<file path="src/rtl/prog_loader_pkg.sv">
// rtl/prog_loader_pkg.sv - shared depth, default sync byte and state encodings
package prog_loader_pkg;

    localparam int          PROG_DEPTH        = 16;
    localparam logic [7:0]  DEFAULT_SYNC_BYTE = 8'hA5;

    typedef enum logic [1:0] {
        WAIT_SYNC,
        LOAD,
        CHECK,
        RUN
    } load_state_t;

    typedef enum logic [2:0] {
        RX_IDLE,
        RX_START,
        RX_DATA,
        RX_STOP,
        RX_WAIT_HIGH
    } rx_state_t;

endpackage

</file>
<file path="src/rtl/prog_loader_uart_rx.sv">
// rtl/prog_loader_uart_rx.sv - 8N1 serial receiver for the program loader
// Ports: CLK/RST clock and async reset, RXD raw serial line,
//        DATA received byte, VALID one-cycle byte strobe, FERR one-cycle framing error.
module uart_rx
    import prog_loader_pkg::*;
#(
    parameter int CLK_DIV = 16
) (
    input  logic       CLK,
    input  logic       RST,
    input  logic       RXD,
    output logic [7:0] DATA,
    output logic       VALID,
    output logic       FERR
);

    localparam int             CW   = $clog2(CLK_DIV);
    localparam logic [CW-1:0]  HALF = CW'(CLK_DIV / 2 - 1);
    localparam logic [CW-1:0]  FULL = CW'(CLK_DIV - 1);

    rx_state_t     state;
    logic [1:0]    sync;
    logic          rx_prev;
    logic [CW-1:0] cnt;
    logic [2:0]    bit_idx;
    logic [7:0]    shift;
    logic          rx_s;

    assign rx_s = sync[1];

    always_ff @(posedge CLK or posedge RST) begin
        if (RST) begin
            sync    <= 2'b11;
            rx_prev <= 1'b1;
            state   <= RX_IDLE;
            cnt     <= '0;
            bit_idx <= '0;
            shift   <= '0;
            DATA    <= '0;
            VALID   <= 1'b0;
            FERR    <= 1'b0;
        end else begin
            sync    <= {sync[0], RXD};
            rx_prev <= rx_s;
            VALID   <= 1'b0;
            FERR    <= 1'b0;
            case (state)
                RX_IDLE: begin
                    if (rx_prev && !rx_s) begin
                        state <= RX_START;
                        cnt   <= '0;
                    end
                end
                RX_START: begin
                    // Mid-bit recheck rejects short glitches silently.
                    if (cnt == HALF) begin
                        cnt     <= '0;
                        bit_idx <= '0;
                        state   <= rx_s ? RX_IDLE : RX_DATA;
                    end else begin
                        cnt <= cnt + 1'b1;
                    end
                end
                RX_DATA: begin
                    if (cnt == FULL) begin
                        cnt   <= '0;
                        shift <= {rx_s, shift[7:1]};
                        if (bit_idx == 3'd7) begin
                            state <= RX_STOP;
                        end else begin
                            bit_idx <= bit_idx + 1'b1;
                        end
                    end else begin
                        cnt <= cnt + 1'b1;
                    end
                end
                RX_STOP: begin
                    if (cnt == FULL) begin
                        cnt <= '0;
                        if (rx_s) begin
                            DATA  <= shift;
                            VALID <= 1'b1;
                            state <= RX_IDLE;
                        end else begin
                            FERR  <= 1'b1;
                            state <= RX_WAIT_HIGH;
                        end
                    end else begin
                        cnt <= cnt + 1'b1;
                    end
                end
                RX_WAIT_HIGH: begin
                    // A broken frame leaves the line low; only a return to idle re-arms.
                    if (rx_s) begin
                        state <= RX_IDLE;
                    end
                end
                default: state <= RX_IDLE;
            endcase
        end
    end

endmodule

</file>
<file path="src/rtl/prog_loader.sv">
// rtl/prog_loader.sv - serial program loader with checksum and CPU hold control
// Ports: CLK/RST clock and async reset, RXD serial program stream, ADDR CPU program counter,
//        COMMAND instruction at ADDR, CPU_HOLD keeps CPU halted, LOADED last load good,
//        ERR sticky load error, BUSY load or checksum phase in progress.
module prog_loader
    import prog_loader_pkg::*;
#(
    parameter int         CLK_DIV   = 16,
    parameter logic [7:0] SYNC_BYTE = DEFAULT_SYNC_BYTE
) (
    input  logic       CLK,
    input  logic       RST,
    input  logic       RXD,
    input  logic [3:0] ADDR,
    output logic [7:0] COMMAND,
    output logic       CPU_HOLD,
    output logic       LOADED,
    output logic       ERR,
    output logic       BUSY
);

    load_state_t state;
    logic [3:0]  idx;
    logic [7:0]  sum;
    logic [7:0]  ram [PROG_DEPTH];
    logic [7:0]  rx_data;
    logic        rx_valid;
    logic        rx_ferr;

    uart_rx #(
        .CLK_DIV (CLK_DIV)
    ) u_rx (
        .CLK   (CLK),
        .RST   (RST),
        .RXD   (RXD),
        .DATA  (rx_data),
        .VALID (rx_valid),
        .FERR  (rx_ferr)
    );

    assign COMMAND  = ram[ADDR];
    assign CPU_HOLD = (state != RUN);
    assign BUSY     = (state == LOAD) || (state == CHECK);

    always_ff @(posedge CLK or posedge RST) begin
        if (RST) begin
            state  <= WAIT_SYNC;
            idx    <= '0;
            sum    <= '0;
            LOADED <= 1'b0;
            ERR    <= 1'b0;
            for (int i = 0; i < PROG_DEPTH; i++) begin
                ram[i] <= 8'h00;
            end
        end else if (rx_ferr) begin
            state <= WAIT_SYNC;
            ERR   <= 1'b1;
        end else if (rx_valid) begin
            case (state)
                WAIT_SYNC, RUN: begin
                    if (rx_data == SYNC_BYTE) begin
                        state  <= LOAD;
                        idx    <= '0;
                        sum    <= '0;
                        LOADED <= 1'b0;
                        ERR    <= 1'b0;
                    end
                end
                LOAD: begin
                    // Sync byte value is ordinary data here.
                    ram[idx] <= rx_data;
                    sum      <= sum + rx_data;
                    idx      <= idx + 4'd1;
                    if (idx == 4'hF) begin
                        state <= CHECK;
                    end
                end
                CHECK: begin
                    if (rx_data == sum) begin
                        state  <= RUN;
                        LOADED <= 1'b1;
                    end else begin
                        state  <= WAIT_SYNC;
                        ERR    <= 1'b1;
                        LOADED <= 1'b0;
                    end
                end
                default: state <= WAIT_SYNC;
            endcase
        end
    end

endmodule

</file>
<file path="config.mk">
export PLATFORM = sky130hd
export DESIGN_NAME = prog_loader
export DESIGN_NICKNAME = d
export VERILOG_FILES = /design/src/rtl/prog_loader_pkg.sv /design/src/rtl/prog_loader_uart_rx.sv /design/src/rtl/prog_loader.sv
export SDC_FILE = /design/constraint.sdc
export NUM_CORES = 1
export LEC_CHECK = 0
export CAP_MARGIN = 20
export CORE_MARGIN = 3
export CORE_UTILIZATION = 45
export CTS_CLUSTER_SIZE = 28
export DETAILED_ROUTE_END_ITERATION = 16
export HOLD_SLACK_MARGIN = 0.02
export PLACE_DENSITY_LB_ADDON = 0.3
export SYNTH_ARGS = -nofsm -noshare
export SYNTH_HDL_FRONTEND = slang
export SYNTH_SLANG_ARGS = --single-unit
</file>
<file path="constraint.sdc">
create_clock -name CLK -period 15.7 [get_ports CLK]
set_input_delay 3.14 -clock CLK [delete_from_list [all_inputs] [get_ports CLK]]
set_output_delay 3.14 -clock CLK [all_outputs]
set_load 0.02 [all_outputs]
</file>
==> impl_metrics.tcl <==
set metrics [dict create \
    gr-total-overflow 0 \
    synth_edf_count 0 \
    ys.flop_type "dfrtp_1" \
    htreeDepth 4 \
    synth_top_family_by_area "multiplexers" \
    setup_violations 0 \
    postCtsSetupBuffers 0 \
    grt_max_degree 115 \
    first_pass_iters 4 \
    clkLatencyLatePin_ns 0.42 \
    clkTransAtPathRegs_ns 0.06 \
    reg2reg_depth 6 \
    worst_pin_slew_ns 0.924 \
    dieWidth_um 143 \
    syn_avg_cell_area_um2 14.8 \
    cap_viol_max_count 0 \
    multiInputGateArea_um2 3840 \
    synthCells 570 \
    io_buffers 18 \
    start_kind "input port" \
    powerDensity_nw_per_um2 107 \
    cp-end-kind "primary output" \
    cp_slowest_cell "mux4_1" \
    skew_ns 0.00667 \
    synth-seq-cells 175 \
    muxShareOfSynthArea_pct 31.5 \
    synthesis.nets 596 \
    diodes 0 \
    whs_path_depth 0 \
    fmax_mhz 113 \
    track_usage_pct 18.6 \
    clock_sinks 175 \
    hp-class "reg -> reg" \
    vias_per_cell 5.85 \
    syn_to_final_growth_pct 10.5 \
    numCtsBuffers 17 \
    crit_type "in -> out" \
    critPathMaxFanout 32 \
    drive_gt1_share_pct 32.4 \
    hold_buffers 0 \
    r2r_slack_ns 13.06 \
    clockBufferDepth 2 \
    drc 0 \
    p_leak_nw 4.49 \
    grt_pass1_wl_um 28800 \
    nNetsFinal 609 \
    final.fill_count 1534 \
    worstPathRequired_ns 12.56 \
    die_h_um 143 \
    ctsRootBufferMaster "clkbuf_16" \
    rsz0062_at_grt "no" \
    synth.distinct_cells 53 \
    min_period_over_period_pct 56.2 \
    fp-row-count 49 \
    regArea_um2 4380 \
    gp_congestion 0.762 \
    ys_seq_area_share_pct 51.9 \
    ys_warn_count 0 \
    slew_violations 0 \
    synthSimpleGateAreaFrac_pct 6.42 \
    worstPathCellList "clkdlybuf4s50_1 -> buf_4 -> mux4_1 -> mux4_2 -> clkdlybuf4s50_1" \
    crit_arrival_ns 5.68 \
    design.die.area_um2 20400 \
    status "finished, final reports clean" \
    antenna_found_initial 0 \
    cpPeakStageDelay_ns 0.61 \
    wire_per_inst_um 21.4 \
    dpl.hpwl_um 11300 \
    core_um2 18200 \
    routed_wl_um 17700 \
    peakVddDrop_mv 0.0918 \
    finalHoldViolCount 0 \
    netlist_area_um2 8440 \
    dpl_worst_slack_ns 6.87 \
    maxSlewHeadroom_pct 38.4 \
    grt_pass1_vias 5167 \
    synthAdderAreaFrac_pct 2.91 \
    start_util_pct 46.3 \
    synth_xor_xnor_area_share_pct 0.830 \
    setup_ws_ns 6.88 \
    async_reset_ff_share_pct 100 \
    fin_tns_setup_ns 0 \
    path_common_cell "clkdlybuf4s50_1" \
    synth-compound-area-share_pct 3.83 \
    via_count 4824 \
    io_pins 19 \
    cts_tree "built" \
    cts_resized 0 \
    drt-initial-drc-count 216 \
    ant_nets 0 \
    fin_crit_ns 8.82 \
]
==> worst paths after layout <==
path	startpoint	to
max	ADDR[1]	COMMAND[1]
min	u_rx.sync[0]$_DFF_PP1_	u_rx.sync[1]$_DFF_PP1_
max reg2reg	state[1]$_DFFE_PP0P_	ram[117]$_DFFE_PP0P_
min reg2reg	u_rx.sync[0]$_DFF_PP1_	u_rx.sync[1]$_DFF_PP1_
max in group asynchronous	RST	u_rx.DATA[5]$_DFFE_PP0P_
min in group asynchronous	RST	ram[21]$_DFFE_PP0P_
==> layout by cell type, fill, tap and decap left out, drive strengths merged, types with 2 or more instances in the layout <==
master         instances
dfrtp                172
mux2                 146
mux4                  40
nand2                 34
nor2                  27
o21ai                 23
clkbuf                22
ha                    18
clkdlybuf4s50         17
nand3                 10
inv                   10
nand2b                 5
xor2                   5
a21oi                  5
a21o                   5
o31ai                  5
clkinv                 5
nor3                   5
buf                    4
xnor2                  3
clkinvlp               3
dfstp                  3
and2                   2
nand4bb                2
a31oi                  2
o211ai                 2
==> kinds of logic after synthesis <==
group,count (synthesis)
compound gates,51
mux,187
simple gates,94
flops,175
buf+inv,36
xor+xnor,8
fa+ha+maj,19
==> state kept, by name (all words and copies together) (netlist names) <==
name	cells
u_rx.rx_prev	1
u_rx.sync	2
ERR	1
u_rx.VALID	1
idx	4
u_rx.state	3
u_rx.FERR	1
state	2
sum	8
u_rx.bit_idx	3
ram	128
LOADED	1
u_rx.shift	8
u_rx.DATA	8
u_rx.cnt	4
==> final cells by class <==
class / instances / share of cell area [%]
clock buffer: 22 / 5.09
clock inverter: 10 / 0.926
inverter: 9 / 0.416
multi-input combinational: 359 / 41.1
sequential: 175 / 47.0
tap: 229 / 3.07
timing repair buffer: 21 / 2.34
==> critical path, delay by kind of cell <==
family	cells	cell delay, ns
buf+inv	3	1.40
mux	2	1.12
==> routing by layer <==
metal | wire length [um] | up-vias | track usage (%)
met4 | 146 | 0 | 4.15
li1 | - | 2158 | -
met5 | 0 | - | 0
met3 | 549 | 14 | 4.15
met1 | 7900 | 2592 | 24.4
met2 | 9080 | 60 | 31.9
==> per-stage QoR <==
| step | hold slack (ns) | std cells | total power [mW] | cell area, um2 | util, % |
|---|---|---|---|---|---|
| after global routing | 0.368 | 825 | 1.05 | 9320 | 51.2 |
| after global placement | 0.349 | 792 | 0.600 | 8730 | 48.0 |
| after floorplan | 0.345 | 570 | 0.577 | 8440 | - |
| after CTS | 0.360 | 824 | 1.01 | 9300 | 51.0 |
| after detailed placement | 0.347 | 792 | 0.606 | 8730 | 48.0 |
| final | 0.360 | 825 | 0.998 | 9320 | 51.2 |
==> report_power, final <==
| group | switching, mW | total, mW | internal [mW] |
|---|---|---|---|
| logic | 0.0649 | 0.110 | 0.0447 |
| registers | 0.0217 | 0.488 | 0.467 |
| clock network | 0.170 | 0.400 | 0.230 |
| total | 0.256 | 0.998 | 0.741 |
==> cell usage after synthesis, types with 3 or more instances <==
cell type | instances | share of area [%]
clkbuf_8 | 4 | 0.65
inv_1 | 9 | 0.40
ha_1 | 18 | 2.7
nand2_1 | 34 | 1.5
nor3_1 | 3 | 0.18
o21ai_1 | 12 | 0.71
mux2_1 | 21 | 2.8
a21o_1 | 5 | 0.44
a21oi_1 | 5 | 0.30
dfstp_2 | 3 | 0.93
buf_6 | 4 | 0.53
nor2_4 | 12 | 1.6
dfrtp_1 | 172 | 51
nand3_1 | 10 | 0.59
xor2_1 | 5 | 0.52
buf_2 | 3 | 0.18
xnor2_1 | 3 | 0.31
mux2_2 | 125 | 17
mux4_2 | 13 | 3.5
o21ai_0 | 11 | 0.65
o31ai_1 | 5 | 0.44
nor2_1 | 14 | 0.62
clkbuf_1 | 15 | 0.67
mux4_1 | 27 | 8.4
nand2b_1 | 5 | 0.37
No activity file was read; power rests on OpenSTA's default activity.
==> patch (config.mk and constraints unchanged) <==
The 4 states of `load_state_t` get a one-hot encoding in 4 bits.
--- a/src/rtl/prog_loader_pkg.sv
+++ b/src/rtl/prog_loader_pkg.sv
@@ -4,11 +4,11 @@
     localparam int          PROG_DEPTH        = 16;
     localparam logic [7:0]  DEFAULT_SYNC_BYTE = 8'hA5;
 
-    typedef enum logic [1:0] {
-        WAIT_SYNC,
-        LOAD,
-        CHECK,
-        RUN
+    typedef enum logic [3:0] {
+        WAIT_SYNC = 4'b0001,
+        LOAD      = 4'b0010,
+        CHECK     = 4'b0100,
+        RUN       = 4'b1000
     } load_state_t;
 
     typedef enum logic [2:0] {
Behaviour: no difference found for any inputs over 4 cycles, from zero or initial values and one cycle with RST high; so few cycles prove little.
==> patch against the unedited design <==
- clock power is 1% higher
- largest cell class unchanged
- die area increased by 0.69%
- non-clock buffer count unchanged
- sequential cell count is 2 higher
- final area increased by 0.82%
- total power decreased by 2.7%
- first-iteration DRC count grew 58%
- routed wire length up 0.63%
- count of clock-buffer cells in the layout shrank 4
- critical path depth did not move
- area after synthesis up 0.73%
- worst setup slack better by 0.076 ns
==> patch: results (changes against the unedited design) <==
* Peak VDD IR at 0.0748 mV (-19%)
* Largest net degree at the start of global routing at 110 (-4.3%)
* Via-to-Cell Ratio at 5.89 (+0.68%)
* CTS root buffer: clkbuf_16
* Max transition margin at 32.2% (-6.2 points)
* R2r endpoint: ram[24]
* Vias in the first global route at 5236 (+1.3%)
* Clock Skew at 0.00909 ns (+0.00242 ns)
* Resize count post-CTS at 0 (unchanged)
* Synthesis Warnings at 0 (unchanged)
* Worst-Skew Late Latency at 0.43 ns
* Nets@finish at 629 (+3.3%)
* GPL Wtd Cong at 0.815 (+7.0%)
* Largest register FFs at 128 (unchanged)
* Fraction of registers with async set/reset at 100% (unchanged)
* Global Route Usage Sum at 18.3% (-0.30 points)
* Drt first pass iters at 6 (+2)
* Share of layout cells above drive strength 1 at 37.3% (+4.9 points)
* Wire per inst at 21.0 um (-2.1%)
* Top post-synthesis cells by count: 173 x dfrtp_1, 129 x mux2_2, 43 x nand2_1, 40 x mux4_2, 39 x o21ai_0
* Synth area leaders: dfrtp_1 51%, mux2_2 17%, mux4_2 11%
* Worst-path clk slew at 0.07 ns
* Hold Crit Class: flip-flop to flip-flop
* Reg2reg start: state[3]
* Most flops, register: ram
* WHS Endpoint: u_rx.sync[1]
* Library cells used by synthesis at 54 (+1.9%)
* Reg2reg setup slack at 12.93 ns (-0.13 ns)
* Outcome: complete, no violations
* DR iter-0 viols at 342 (+58%)
* First-pass GRT wire length at 28800 um (+0.17%)
* Port bufs at 18 (unchanged)
* Post-synthesis sequential area ratio at 52.2% (+0.23 points)
* Crit-path max FO at 32 (unchanged)
* Final HPWL DP at 11400 um (+1.4%)
* Post-synth top area share at 50.9% (-0.073 points)
* Cts bufs inserted at 17 (unchanged)
* Initial antenna violation count at 0 (unchanged)
* Arrival time at the worst endpoint at 5.61 ns (-0.07 ns)
* Static Leak at 4.33 nW (-3.6%)
* CTS Buffer Depth at 2 (unchanged)
* R2R cell count at 4 (-2)
* Hold Crit Start: u_rx.sync[0]
* H-tree Lvls at 4 (unchanged)
* Post-CTS Setup Inserts at 0 (unchanged)
* Syn nets at 622 (+4.4%)
* N_diodes at 0 (unchanged)
* WHS Path Cells at 0 (unchanged)
==> patch: critical path: stages <==
cell,delay [ns]
clkdlybuf4s50_1,0.45
buf_4,0.41
mux4_2,0.55
mux4_2,0.49
clkdlybuf4s50_1,0.56
==> patch: through the flow <==
step / total power [mW] / cells / instance area (um^2) / hold slack, ns / setup slack, ns
floorplan: 0.558 / 600 / 8500 / 0.345 / 7.64
global placement: 0.568 / 816 / 8820 / 0.347 / 6.94
detailed placement: 0.573 / 816 / 8820 / 0.352 / 6.85
CTS: 0.979 / 847 / 9380 / 0.351 / 6.84
global route: 1.01 / 848 / 9400 / 0.355 / 6.89
finish: 0.971 / 848 / 9400 / 0.350 / 6.95
==> patch: report_power, final <==
part           internal, mW  switching (mW)
Clock                 0.221           0.185
Sequential            0.470          0.0205
Combinational        0.0314          0.0429
Total                 0.722           0.248
==> patch: logic make-up after synthesis <==
kind of cell,after synthesis,share of synthesized area [%]
xor gates and xnor gates,8,0.824
muxes,170,27.8
DFF,177,52.2
buffers and inverters,40,2.27
AOI/OAI and AO/OA,74,5.24
adders and majority gates,15,2.30
and+or+nand+nor,116,9.41
==> patch: final cells by class <==
cell class	instances	area, um^2
fill	1485	8870
sequential	177	4430
multi-input combinational	383	3870
clock buffer	18	429
tap	229	287
timing repair buffer	21	210
clock inverter	13	134
inverter	7	31.3
==> patch: worst max-delay path by stage <==
stage	start	endpoint	cells after the start	slack (ns)
after CTS	ADDR[0]	COMMAND[5]	4	6.84
after global placement	ADDR[0]	COMMAND[2]	4	6.94
after global routing	ADDR[1]	COMMAND[5]	5	6.89
after detailed placement	ADDR[0]	COMMAND[5]	4	6.85
final	ADDR[1]	COMMAND[5]	5	6.95
after floorplan	ADDR[0]	COMMAND[0]	4	7.64
==> patch: layer usage <==
| layer | routed length [um] | GRT usage (%) | vias up |
|---|---|---|---|
| li1 | - | - | 2244 |
| met1 | 8130 | 24.7 | 2637 |
| met2 | 8920 | 30.1 | 78 |
| met3 | 413 | 3.86 | 33 |
| met4 | 340 | 5.40 | 0 |
| met5 | 0 | 0 | - |
